### config.mk
export PLATFORM = sky130hd
export DESIGN_NAME = dm_access_ctrl_flat
export DESIGN_NICKNAME = d
export VERILOG_FILES = /design/src/rtl/dm_access_ctrl_if.sv /design/src/rtl/dm_access_ctrl.sv /design/src/flat_wrapper.sv
export SDC_FILE = /design/constraint.sdc
export NUM_CORES = 1
export LEC_CHECK = 0
export CAP_MARGIN = 20
export CORE_UTILIZATION = 50
export CTS_CLUSTER_SIZE = 14
export DETAILED_ROUTE_END_ITERATION = 10
export DONT_BUFFER_PORTS = 1
export PLACE_DENSITY = 0.67
export SYNTH_ARGS = -nofsm -noshare
export SYNTH_HDL_FRONTEND = slang
export SYNTH_SLANG_ARGS = --single-unit
export TNS_END_PERCENT = 100
### constraint.sdc
create_clock -name clk -period 5.71 [get_ports clk]
set_input_delay 0.571 -clock clk [delete_from_list [all_inputs] [get_ports clk]]
set_output_delay 0.571 -clock clk [all_outputs]
set_load 0.03 [all_outputs]
### src/rtl/dm_access_ctrl_if.sv
// dm_access_ctrl_if
//   Data-memory bus between the MEM-stage access controller and the data memory.
//   master : controller side (drives request, strobe, lanes, address, write data)
//   slave  : memory side (returns read data and the completion handshake)
//   mem_en     request active
//   mem_we     write strobe
//   mem_be     byte-lane enables
//   mem_addr   word-aligned address
//   mem_wdata  lane-replicated store data
//   mem_rdata  read data from memory
//   mem_ready  memory completes the access this cycle
interface dm_access_ctrl_if;
   logic        mem_en;
   logic        mem_we;
   logic [3:0]  mem_be;
   logic [31:0] mem_addr;
   logic [31:0] mem_wdata;
   logic [31:0] mem_rdata;
   logic        mem_ready;

   modport master (
      output mem_en, mem_we, mem_be, mem_addr, mem_wdata,
      input  mem_rdata, mem_ready
   );

   modport slave (
      input  mem_en, mem_we, mem_be, mem_addr, mem_wdata,
      output mem_rdata, mem_ready
   );
endinterface

### src/rtl/dm_access_ctrl.sv
// dm_access_ctrl
//   MEM-stage data-memory access controller. Accepts one load/store per
//   instruction, issues it on a variable-latency memory bus, stalls the
//   pipeline until completion, extends load data and flags misaligned
//   accesses and bus timeouts.
//   Parameters: TIMEOUT (1..255) max ACCESS cycles waiting for mem_ready.
//   Ports:
//     clk, reset            clock, async active-high reset
//     req_valid, req_we     request present, 1 = store
//     st_signal, ld_signed  size (00 byte, 01 half, 10 word), load sign-extend
//     addr, wdata           byte address, right-justified store data
//     stall                 freeze upstream pipeline (combinational)
//     rdata, done           extended load result, completion pulse
//     exc_valid, exc_code   exception pulse, 01 AdEL / 10 AdES / 11 timeout
//     mem                   memory bus (master modport)
module dm_access_ctrl #(
   parameter int unsigned TIMEOUT = 15
) (
   input  logic                     clk,
   input  logic                     reset,
   input  logic                     req_valid,
   input  logic                     req_we,
   input  logic [1:0]               st_signal,
   input  logic                     ld_signed,
   input  logic [31:0]              addr,
   input  logic [31:0]              wdata,
   output logic                     stall,
   output logic [31:0]              rdata,
   output logic                     done,
   output logic                     exc_valid,
   output logic [1:0]               exc_code,
   dm_access_ctrl_if.master         mem
);

   typedef enum logic [1:0] {IDLE, ACCESS, DONE, ERR} state_e;

   localparam logic [7:0] LAST_WAIT = 8'(TIMEOUT - 1);

   state_e      state_q, state_d;
   logic [7:0]  wait_cnt_q, wait_cnt_d;
   logic        mem_en_q, mem_en_d;
   logic        mem_we_q, mem_we_d;
   logic [3:0]  mem_be_q, mem_be_d;
   logic [31:0] mem_addr_q, mem_addr_d;
   logic [31:0] mem_wdata_q, mem_wdata_d;
   logic [1:0]  size_q, size_d;
   logic [1:0]  off_q, off_d;
   logic        ld_signed_q, ld_signed_d;
   logic        store_q, store_d;
   logic [31:0] rdata_q, rdata_d;
   logic        done_q, done_d;
   logic        exc_valid_q, exc_valid_d;
   logic [1:0]  exc_code_q, exc_code_d;

   logic        misaligned;
   logic [3:0]  be_req;
   logic [31:0] wdata_rep;
   logic [31:0] rd_shifted;
   logic [31:0] rd_ext;

   // Request decode: lane enables, store replication and alignment check.
   always_comb begin
      misaligned = 1'b0;
      be_req     = '0;
      wdata_rep  = wdata;
      case (st_signal)
         2'b00: begin
            be_req    = 4'b0001 << addr[1:0];
            wdata_rep = {4{wdata[7:0]}};
         end
         2'b01: begin
            misaligned = addr[0];
            be_req     = addr[1] ? 4'b1100 : 4'b0011;
            wdata_rep  = {2{wdata[15:0]}};
         end
         2'b10: begin
            misaligned = |addr[1:0];
            be_req     = 4'b1111;
         end
         default: misaligned = 1'b1;
      endcase
   end

   // Load extension: shift the addressed lane down to bit 0, then extend.
   always_comb begin
      rd_shifted = mem.mem_rdata >> {off_q, 3'b000};
      case (size_q)
         2'b00:   rd_ext = {{24{ld_signed_q & rd_shifted[7]}},  rd_shifted[7:0]};
         2'b01:   rd_ext = {{16{ld_signed_q & rd_shifted[15]}}, rd_shifted[15:0]};
         default: rd_ext = mem.mem_rdata;
      endcase
   end

   always_comb begin
      state_d     = state_q;
      wait_cnt_d  = wait_cnt_q;
      mem_en_d    = mem_en_q;
      mem_we_d    = mem_we_q;
      mem_be_d    = mem_be_q;
      mem_addr_d  = mem_addr_q;
      mem_wdata_d = mem_wdata_q;
      size_d      = size_q;
      off_d       = off_q;
      ld_signed_d = ld_signed_q;
      store_d     = store_q;
      rdata_d     = rdata_q;
      done_d      = 1'b0;
      exc_valid_d = 1'b0;
      exc_code_d  = 2'b00;

      case (state_q)
         IDLE: begin
            if (req_valid) begin
               if (misaligned) begin
                  exc_valid_d = 1'b1;
                  exc_code_d  = req_we ? 2'b10 : 2'b01;
                  state_d     = ERR;
               end else begin
                  mem_en_d    = 1'b1;
                  mem_we_d    = req_we;
                  mem_be_d    = be_req;
                  mem_addr_d  = {addr[31:2], 2'b00};
                  mem_wdata_d = wdata_rep;
                  size_d      = st_signal;
                  off_d       = addr[1:0];
                  ld_signed_d = ld_signed;
                  store_d     = req_we;
                  wait_cnt_d  = '0;
                  state_d     = ACCESS;
               end
            end
         end
         ACCESS: begin
            // mem_ready takes priority over the timeout in the same cycle.
            if (mem.mem_ready) begin
               rdata_d  = store_q ? '0 : rd_ext;
               mem_en_d = 1'b0;
               mem_we_d = 1'b0;
               done_d   = 1'b1;
               state_d  = DONE;
            end else if (wait_cnt_q == LAST_WAIT) begin
               mem_en_d    = 1'b0;
               mem_we_d    = 1'b0;
               exc_valid_d = 1'b1;
               exc_code_d  = 2'b11;
               state_d     = ERR;
            end else begin
               wait_cnt_d = wait_cnt_q + 8'd1;
            end
         end
         DONE:    state_d = IDLE;
         default: state_d = IDLE;
      endcase
   end

   always_ff @(posedge clk or posedge reset) begin
      if (reset) begin
         state_q     <= IDLE;
         wait_cnt_q  <= '0;
         mem_en_q    <= 1'b0;
         mem_we_q    <= 1'b0;
         mem_be_q    <= '0;
         mem_addr_q  <= '0;
         mem_wdata_q <= '0;
         size_q      <= '0;
         off_q       <= '0;
         ld_signed_q <= 1'b0;
         store_q     <= 1'b0;
         rdata_q     <= '0;
         done_q      <= 1'b0;
         exc_valid_q <= 1'b0;
         exc_code_q  <= '0;
      end else begin
         state_q     <= state_d;
         wait_cnt_q  <= wait_cnt_d;
         mem_en_q    <= mem_en_d;
         mem_we_q    <= mem_we_d;
         mem_be_q    <= mem_be_d;
         mem_addr_q  <= mem_addr_d;
         mem_wdata_q <= mem_wdata_d;
         size_q      <= size_d;
         off_q       <= off_d;
         ld_signed_q <= ld_signed_d;
         store_q     <= store_d;
         rdata_q     <= rdata_d;
         done_q      <= done_d;
         exc_valid_q <= exc_valid_d;
         exc_code_q  <= exc_code_d;
      end
   end

   // Gated by reset so the pipeline is released while reset is asserted.
   assign stall = !reset && ((state_q == ACCESS) || ((state_q == IDLE) && req_valid));

   assign rdata         = rdata_q;
   assign done          = done_q;
   assign exc_valid     = exc_valid_q;
   assign exc_code      = exc_code_q;
   assign mem.mem_en    = mem_en_q;
   assign mem.mem_we    = mem_we_q;
   assign mem.mem_be    = mem_be_q;
   assign mem.mem_addr  = mem_addr_q;
   assign mem.mem_wdata = mem_wdata_q;

endmodule

### src/flat_wrapper.sv
// flat-port wrapper written by rule: the top's interface ports become plain ports
module dm_access_ctrl_flat 
#(
   parameter int unsigned TIMEOUT = 15
)
  (clk, reset, req_valid, req_we, st_signal, ld_signed, addr, wdata, stall, rdata, done, exc_valid, exc_code, mem_mem_en, mem_mem_we, mem_mem_be, mem_mem_addr, mem_mem_wdata, mem_mem_rdata, mem_mem_ready);
  dm_access_ctrl_if mem_i ();
  input  logic clk;
  input  logic reset;
  input  logic req_valid;
  input  logic req_we;
  input  logic [1:0] st_signal;
  input  logic ld_signed;
  input  logic [31:0] addr;
  input  logic [31:0] wdata;
  output logic stall;
  output logic [31:0] rdata;
  output logic done;
  output logic exc_valid;
  output logic [1:0] exc_code;
  output wire logic [$bits(mem_i.mem_en)-1:0] mem_mem_en;
  output wire logic [$bits(mem_i.mem_we)-1:0] mem_mem_we;
  output wire logic [$bits(mem_i.mem_be)-1:0] mem_mem_be;
  output wire logic [$bits(mem_i.mem_addr)-1:0] mem_mem_addr;
  output wire logic [$bits(mem_i.mem_wdata)-1:0] mem_mem_wdata;
  input wire logic [$bits(mem_i.mem_rdata)-1:0] mem_mem_rdata;
  input wire logic [$bits(mem_i.mem_ready)-1:0] mem_mem_ready;
  assign mem_mem_en = mem_i.mem_en;
  assign mem_mem_we = mem_i.mem_we;
  assign mem_mem_be = mem_i.mem_be;
  assign mem_mem_addr = mem_i.mem_addr;
  assign mem_mem_wdata = mem_i.mem_wdata;
  assign mem_i.mem_rdata = mem_mem_rdata;
  assign mem_i.mem_ready = mem_mem_ready;
  dm_access_ctrl #(.TIMEOUT(TIMEOUT)) u_core (.clk(clk), .reset(reset), .req_valid(req_valid), .req_we(req_we), .st_signal(st_signal), .ld_signed(ld_signed), .addr(addr), .wdata(wdata), .stall(stall), .rdata(rdata), .done(done), .exc_valid(exc_valid), .exc_code(exc_code), .mem(mem_i));
endmodule
==> results of run 1 <==
stage by stage:
step                 util  std cells  cell area, um^2  total power [mW]
finish              0.577        653             6340              4.17
global route        0.577        653             6340              4.39
CTS                 0.577        653             6340              4.20
detailed placement  0.518        622             5690              3.03
global placement    0.518        622             5690              2.98
floorplan               -        515             5730              2.85
layout by cell type, fill, tap and decap left out, drive strengths merged, types with 8 or more instances in the layout:
| cell type | n |
|---|---|
| nor2 | 27 |
| a21oi | 28 |
| mux2i | 34 |
| dfrtp | 120 |
| mux2 | 46 |
| a22oi | 23 |
| o41ai | 8 |
| nand2 | 69 |
| inv | 9 |
| clkbuf | 23 |
| o211ai | 8 |
| nand2b | 8 |
| o21ai | 39 |
per-layer routing:
layer	vias up	track usage
met3	24	0.0986
met2	192	0.375
met4	0	0.119
met5	-	0
li1	1813	-
met1	1890	0.272
how the worst max path moves through the flow:
stage / end / cells past startpoint
after floorplan: u_core.done$_DFF_PP0_ / 1
after CTS: u_core.mem.mem_addr[10]$_DFFE_PP0P_ / 4
after detailed placement: u_core.mem.mem_addr[10]$_DFFE_PP0P_ / 4
final: u_core.mem.mem_addr[10]$_DFFE_PP0P_ / 4
after global placement: u_core.mem.mem_addr[6]$_DFFE_PP0P_ / 4
after global routing: u_core.mem.mem_addr[16]$_DFFE_PP0P_ / 4
final cells by class:
| type | count | area share |
|---|---|---|
| sequential | 120 | 0.474 |
| multi-input combinational | 350 | 0.388 |
| clock buffer | 23 | 0.0754 |
| tap | 140 | 0.0276 |
| clock inverter | 8 | 0.0264 |
| inverter | 9 | 0.00572 |
| timing repair buffer | 3 | 0.00355 |
power groups by stage:
stage	clock network (mW)	logic, mW	registers [mW]
6_report	1.16	0.752	2.25
5_1_grt	1.22	0.857	2.32
4_1_cts	1.18	0.762	2.26
3_5_place_dp	0	0.764	2.27
3_3_place_gp	0	0.723	2.26
2_1_floorplan	0	0.754	2.09
logic make-up (layout without fill, tap and decap cells):
family	after synthesis	after routing
AOI/OAI and AO/OA	122	122
buffers and inverters	45	43
other	1	2
adders and majority gates	2	2
DFF	120	120
muxes	81	81
and+or+nand+nor	143	143
flip-flops by register name, indices dropped and copies added (netlist names), 2 cells and up:
| register | flops |
|---|---|
| u_core.exc_code | 2 |
| u_core.mem.mem_be | 4 |
| u_core.rdata | 32 |
| u_core.state_q | 2 |
| u_core.off_q | 2 |
| u_core.size_q | 2 |
| u_core.mem.mem_addr | 30 |
| u_core.wait_cnt_q | 8 |
| u_core.mem.mem_wdata | 32 |
==> results.cfg, run 1 <==
[logic_synthesis]
synth_seq_cells = 120
synth_area_leaders = dfrtp_1, mux2_2, mux2i_1, nand2_1, o21ai_0
synthMuxAreaShare = 0.155
synth_cell_type_count = 57
synth-compound-area-share = 0.143
postSynthCellCount = 514
yosys_warnings = 0
synthXorXnorAreaFrac = 0
synth_top_family_by_area = multiplexers
synth_flop_cell = dfrtp_1
syn_avg_cell_area_um2 = 11.1
async_flop_share = 1.00
synth-edff-count = 0
synthAdderAreaFrac = 0.00437
yosysMostFrequentCell = dfrtp_1
synthSimpleGateAreaFrac = 0.127
yosysSeqAreaShare = 0.525
yosysTopAreaCell = dfrtp_1
synth_top_cell_area_share = 0.525
synth_area_mm2 = 0.00572
synth_common_cells = dfrtp_1, nand2_1, mux2_2

[die]
start_util = 0.521
rows = 38
die_w_um = 109
die_h_um = 109
dieArea_mm2 = 0.0119
fp.coreArea_mm2 = 0.0110
pin_count = 211

[setup_path]
path_class = reg2reg
critPathMaxFanout = 90
reg2reg_to = u_core.mem.mem_addr[10]$_DFFE_PP0P_
cp_top_family = buffers and inverters
r2r-start = u_core.state_q[1]$_DFFE_PP0P_
cp_num_buf_inv = 2
worstPathArrival_ps = 2750
ff2ff_path_depth = 4
worstSetupStartpointType = register
crit_required_ps = 6000
crit_slowest_cell = buf_4
r2r_setup_slack_ps = 3250
cp_slowest_stage_delay_ps = 780
path_cells = inv_1 -> o2111ai_4 -> buf_4 -> mux2_2
cp-end-kind = register
worstSetupStartpoint = u_core.state_q[1]$_DFFE_PP0P_

[finish]
ff_latch_area_mm2 = 0.00300
diodes = 0
layout-drive-gt1-share = 0.168
multi_input_comb_area_mm2 = 0.00246
area_delta_synth_final_pct = 10.8
nFillCells = 948
fin_nets = 607

[detailed_routing]
via_count = 3919
antenna_left = 0
drt_iter0_markers = 227
wl_met1_um = 5140
avgViaCountPerCell = 6.00
dr_wl_met2_um = 6200
routed_wl_um = 13000
wl_met3_um = 1430
wl_per_cell_um = 20.0
routed.top_layer = met4
drc = 0
first_pass_iters = 4

[status]
status = complete, no violations

[power_and_ir_drop]
sw_frac_of_total = 0.423
leakagePower_nw = 2.85
power.density_mw_per_mm2 = 657
combPwrFrac = 0.181
power.switching_mw = 1.76
ir_drop_mv = 0.338
p_seq_frac = 0.541
p_clk_frac = 0.278
internal_power_mw = 2.40

[global_routing]
antenna_found_initial = 0
grt_start_max_net_pins = 91
grt_overflow = 0
grt_pass1_vias = 4074
grt_pass1_wl_um = 20900
grt.total_usage = 0.236

[timing]
finalSetupTns_ps = 0
rsz0062_at_grt = false
timing.final.ws_setup_ps = 3250
slew_headroom = 0.336
clock.fmax_mhz = 406
drv_slew = 0
tightestPinTransition_ps = 989
period_needed_ps = 2460
hold_viol_final = 0
fin_skew_ps = 5.89
holdWs_ps = 230
period_share = 0.431
setup_viol = 0

[clocking]
path_clk_slew_ps = 50
cts_setup_buffers = 0
post_cts_resized = 0
cts_root_buffer = clkbuf_16
cts_hold_buffers = 0
cts.htree.levels = 4
cts_buffer_depth = 2
cts_tree = done
cts_inserted_buffers = 17
clk_latency_ps = 410
clkSinkCount = 120

[placement]
place_congestion = 0.801
place_worst_setup_slack_ps = 3120
dp_hpwl_um = 9160
io_buffers = 0

[run]
cap_violations = 0

[min_path]
hold_class = in2async
No activity file was read; power rests on OpenSTA's default activity.
==> inputs of run 2 (changes only) <==
Clock period 5.71 ns to 2.3 ns, I/O delays scaled along.
==> run 2 against run 1 <==
  * Design area increased by 13%
  * Die area unchanged
  * Combinational power increased to 2.8 times the previous value
  * Clock-buffer cell count increased by 2
  * Global-route usage increased by 0.98 points
  * Sequential share of layout area decreased by 5.3 points
  * Register-to-register slack got worse by 3100 ps
  * Fmax increased by 15%
==> results.cfg, run 2 (synthesis results as in run 1) <==
[status]
status = complete, no violations

[setup_path]
cp_num_buf_inv = 2
worstPathArrival_ps = 2480
reg2reg_to = u_core.exc_code[0]$_DFF_PP0_
path_class = reg2reg
worstSetupStartpointType = register
cp_slowest_stage_delay_ps = 570
crit_required_ps = 2640
cp-end-kind = register
path_cells = inv_1 -> ha_1 -> or4b_4 -> nor3_4 -> nand2_1 -> o21ai_0 -> dlygate4sd3_1
r2r-start = u_core.wait_cnt_q[0]$_DFFE_PP0P_
cp_num_cells = 7
critPathMaxFanout = 6
ff2ff_path_depth = 7
crit_slowest_cell = dlygate4sd3_1
r2r_setup_slack_ps = 160
cp_top_family = simple AND/OR/NAND/NOR gates

[timing]
period_share = 0.931
setup_viol = 0
drv_slew = 0
finalSetupTns_ps = 0
fin_skew_ps = 5.46
slew_headroom = 0.524
period_needed_ps = 2140
tightestPinTransition_ps = 711
rsz0062_at_grt = false
hold_viol_final = 0
clock.fmax_mhz = 467

[detailed_routing]
via_count = 4268
avgViaCountPerCell = 5.83
first_pass_iters = 5
antenna_left = 0
drc = 0
wl_per_cell_um = 19.3
routed_wl_um = 14100
drt_iter0_markers = 303

[finish]
ff_latch_area_mm2 = 0.00300
layout-drive-gt1-share = 0.159
final_common_cell = dfrtp_1
diodes = 0
stdcell_count = 732
fin_nets = 685
final_cell_mix = dfrtp_1, dlygate4sd3_1, nand2_1
multi_input_comb_area_mm2 = 0.00246
area_delta_synth_final_pct = 24.6
nFillCells = 831

[clocking]
cts_root_buffer = clkbuf_16
cts_inserted_buffers = 17
cts.htree.levels = 4
clkSinkCount = 120
cts_buffer_depth = 2
clk_latency_ps = 400
path_clk_slew_ps = 60
cts_tree = done

[global_routing]
grt.total_usage = 0.246
antenna_found_initial = 0
grt_start_max_net_pins = 121
grt_overflow = 0
grt_pass1_vias = 4246
grt_pass1_wl_um = 21800

[die]
pin_count = 211
die_w_um = 109
die_h_um = 109
dieArea_mm2 = 0.0119
fp.coreArea_mm2 = 0.0110
start_util = 0.521
rows = 38

[placement]
place_congestion = 0.790
post-place-cells = 628
io_buffers = 0
dp_hpwl_um = 8950

[power_and_ir_drop]
power.density_mw_per_mm2 = 1460
leakagePower_nw = 3.19
ir_drop_mv = 0.924

[min_path]
holdCritStartpoint = mem_mem_rdata[6]
min_to = u_core.rdata[6]$_DFFE_PP0P_
whs_path_depth = 2
hold_class = in2reg

[run]
cap_violations = 0
-- run 2: cell count changes in the layout (fill, tap and decap cells not counted), sizes merged --
| cell | previous run | this run |
|---|---|---|
| clkbuf | 23 | 25 |
| buf | 3 | 9 |
| clkinvlp | 1 | 2 |
| clkinv | 2 | 3 |
| dlygate4sd3 | 0 | 72 |
| bufinv | 5 | 3 |
| inv | 9 | 8 |
-- run 2: layout make-up --
class | instances | share of cell area
flip-flops and latches | 120 | 0.421
multi-input cells | 350 | 0.345
repair buffers | 81 | 0.116
clock buffers | 25 | 0.0723
well taps | 140 | 0.0246
clock inverters | 7 | 0.0158
inverters | 9 | 0.00526
-- run 2: metal layers --
layer | part of all wire | GRT usage | up-vias
li1 | - | - | 1971
met1 | 0.39 | 0.283 | 2054
met2 | 0.50 | 0.403 | 223
met3 | 0.11 | 0.104 | 20
met4 | 0.013 | 0.0946 | 0
met5 | 0 | 0 | -
-- run 2: worst reg2reg max path: cells and delay by family (launching register included) --
| kind | cells | cell delay [ps] |
|---|---|---|
| and+or+nand+nor | 3 | 770 |
| buffers and inverters | 2 | 650 |
| DFF | 1 | 430 |
| adders and majority gates | 1 | 130 |
| AOI/OAI and AO/OA | 1 | 100 |
-- run 2: timing repair --
item,CTS,global route
endpoints found under the setup margin,0,1
buffers inserted,0,0
resized for setup,0,1
hold endpoints to repair,194,0
hold buffers,72,0
-- run 2: how the worst max path moves through the flow --
stage	from	end
2_1_floorplan	reset	u_core.done$_DFF_PP0_
6_report	u_core.wait_cnt_q[0]$_DFFE_PP0P_	u_core.exc_code[0]$_DFF_PP0_
3_3_place_gp	u_core.off_q[1]$_DFFE_PP0P_	u_core.rdata[16]$_DFFE_PP0P_
5_1_grt	u_core.wait_cnt_q[0]$_DFFE_PP0P_	u_core.exc_code[0]$_DFF_PP0_
4_1_cts	u_core.wait_cnt_q[0]$_DFFE_PP0P_	u_core.exc_code[0]$_DFF_PP0_
3_5_place_dp	u_core.off_q[1]$_DFFE_PP0P_	u_core.rdata[28]$_DFFE_PP0P_
-- run 2: per-stage QoR --
step	cell area [um^2]	util	setup slack, ps	power [mW]	hold slack, ps
6_report	7130	0.649	159	10.4	19.4
5_1_grt	7130	0.649	23.1	11.0	3.30
4_1_cts	7130	0.649	179	10.5	0.396
3_3_place_gp	5780	0.526	482	7.45	337
2_1_floorplan	5730	-	601	7.07	338
3_5_place_dp	5780	0.526	369	7.58	344
-- run 2: power breakdown --
part           internal, mW  total, mW  switching [mW]  leakage [nW]
Sequential             3.01       5.52            2.52          1.50
Clock                  1.87       2.76           0.891         0.309
Combinational          1.09       2.14            1.04          1.38
Total                  5.97       10.4            4.45          3.19
==> edit: new RTL, config.mk and constraints of run 1 <==
Encoding of `state_e`: now Gray code (2 bits for 4 states).
--- a/src/rtl/dm_access_ctrl.sv
+++ b/src/rtl/dm_access_ctrl.sv
@@ -32,7 +32,7 @@
    dm_access_ctrl_if.master         mem
 );
 
-   typedef enum logic [1:0] {IDLE, ACCESS, DONE, ERR} state_e;
+   typedef enum logic [1:0] {IDLE = 2'b00, ACCESS = 2'b01, DONE = 2'b11, ERR = 2'b10} state_e;
 
    localparam logic [7:0] LAST_WAIT = 8'(TIMEOUT - 1);
 
Behaviour: no difference found for any inputs over 4 cycles, from zero or initial values and one cycle with reset high; so few cycles prove little.
==> edit against run 1 <==
  * Maximum frequency is 2.5% higher
  * Sequential cell count stayed put
  * Global-route usage is 0.53 points higher
  * Wire length is 5.6% higher
  * Cell area is 3.1% lower
  * Setup slack better by 0.061 ns
  * Total power is 7.7% lower
  * Die area is 2.7% lower
  * Non-clock buffer count is 1 higher
  * Hold slack worse by 0.16 ns
  * Utilization is 1.0 points lower
  * Area after synthesis is 2.8% lower
  * Critical path type is now reg2out
==> edit: results (changes against run 1) <==
- The number of standard cells in the layout, taps in and fillers out came to 739 (+13%).
- Insertion delay to the later sink of the worst-skew pair: 0.51 ns (+0.10 ns)
- The share of final-layout standard cells stronger than drive strength 1 came to 7.51% (-9.3 points).
- Filler cell count: 988 (+4.2%)
- The placed wire-length estimate after detailed placement was 9580 um (+4.6%).
- The iteration count of the initial detailed-routing pass came to 6 (+2).
* Maximum number of pins on one net before global-route repair: 87 (-4.4%)
- Leakage power total: 3.05 nW (+6.8%)
- The post-detailed-placement cell area is 0.00560 mm^2 (-1.6%).
- The worst register-to-register path ends at u_core.wait_cnt_q[0]$_DFFE_PP0P_.
* Worst setup skew after layout: 0.0117 ns (+0.00582 ns)
* R2R Setup Slk: 3.32 ns (+0.07 ns)
- RePlAce Congestion: 0.906 (+13%)
- The total instance count after detailed placement came to 709 (+14%).
- The vias per cell came to 5.78 (-3.7%).
- Sequential element share of the synthesized area: 54.0% (+1.5 points)
- Root buffer cell: clkbuf_8
- Endpoint arrival time on the critical path: 1.83 ns (-0.92 ns)
* Normalized max-slew margin: 34.4% (+0.88 points)
- Count of cells along the worst register-to-register path: 5 (+1)
* Net count of the finished layout: 694 (+14%)
- The maximum cell stage delay along the critical path came to 0.84 ns (+0.06 ns).
* Maximum net fanout on the critical path: 9 (-90%)
- The number of global-route vias before repair came to 4204 (+3.2%).
- Top post-synthesis cells by area: dfrtp_1, nand2_1, mux2i_1
- Cell types with the highest counts after synthesis: nand2_1, dfrtp_1, nor2_1, o21ai_0, mux2i_1
- Routed len/inst: 18.6 um (-6.7%)
* Post-CTS resize count: 0 (unchanged)
- Status: complete, no violations
* Wire length of the first global-routing pass: 21300 um (+2.2%)
* Synthesized area per cell: 9.23 um^2 (-17%)
- Highest ir drop seen on vdd: 0.000277 V (-18%)
- On the critical path, the stage with the largest delay is an instance of nor3_1.
* Reg-to-reg startpoint: u_core.state_q[0]$_DFFE_PP0P_
- The number of DRC markers after the initial detailed-route iteration is 316 (+39%).
- Top cell family by delay on the critical path: simple AND/OR/NAND/NOR gates
- All-Layer GR Usage: 24.1% (+0.53 points)
- Post-synth cell types: 49 (-14%)
* Clock-pin slew on the worst setup and hold paths: 0.05 ns (about the same)
-- edit: changes by cell type in the layout (fill, tap and decap cells not counted), sizes merged, moves of 6 or more --
cell | run 1 | this run
nor2 | 27 | 50
o211ai | 8 | 1
a22oi | 23 | 17
a222oi | 0 | 6
nand2 | 69 | 196
mux2 | 46 | 3
a21oi | 28 | 21
-- edit: cell type report --
| type | instances | area, um^2 | share of cell area, % |
|---|---|---|---|
| Sequential cell | 120 | 3000 | 48.9 |
| Clock buffer | 20 | 435 | 7.09 |
| Timing Repair Buffer | 4 | 30.0 | 0.489 |
| Tap cell | 140 | 175 | 2.85 |
| Clock inverter | 10 | 105 | 1.71 |
| Multi-Input combinational cell | 433 | 2350 | 38.2 |
| Inverter | 12 | 47.5 | 0.774 |
-- edit: cell families after synthesis --
| group | count (synthesis) | share of synthesized area, % |
|---|---|---|
| AO/OA/AOI/OAI | 112 | 13.8 |
| XOR/XNOR | 7 | 1.10 |
| adder cells (fa/ha/maj) | 2 | 0.450 |
| buffers and inverters | 51 | 3.96 |
| flip-flops | 120 | 54.0 |
| multiplexers | 35 | 6.59 |
| other | 1 | 0.0674 |
| AND/OR/NAND/NOR | 275 | 20.1 |
-- edit: metal layers --
layer  vias up  wire length (um)  GRT usage, %
met2       199              6700          38.0
met3        22              1300          8.41
met5         -                 0             0
met1      2050              5510          29.9
met4         0               261          10.5
li1       1998                 -             -
-- edit: metrics by stage --
stage	hold slack [ns]	setup slack, ns
detailed placement	0.525	3.29
global placement	0.505	3.39
floorplan	0.480	1.95
CTS	0.0889	3.29
global route	0.120	3.12
finish	0.0698	3.31
-- edit: worst max-delay path by stage --
| stage | startpoint | cells past startpoint | end |
|---|---|---|---|
| global placement | addr[0] | 5 | u_core.wait_cnt_q[0]$_DFFE_PP0P_ |
| global route | u_core.state_q[0]$_DFFE_PP0P_ | 5 | u_core.wait_cnt_q[0]$_DFFE_PP0P_ |
| finish | u_core.state_q[1]$_DFFE_PP0P_ | 1 | stall |
| detailed placement | addr[0] | 5 | u_core.wait_cnt_q[0]$_DFFE_PP0P_ |
| CTS | u_core.state_q[1]$_DFFE_PP0P_ | 1 | stall |
| floorplan | reset | 1 | u_core.done$_DFF_PP0_ |
-- edit: power breakdown --
group | switching, mW | internal, mW | leakage, nW
clock | 0.357 | 0.621 | 0.266
combinational | 0.424 | 0.311 | 1.25
sequential | 0.949 | 1.18 | 1.53
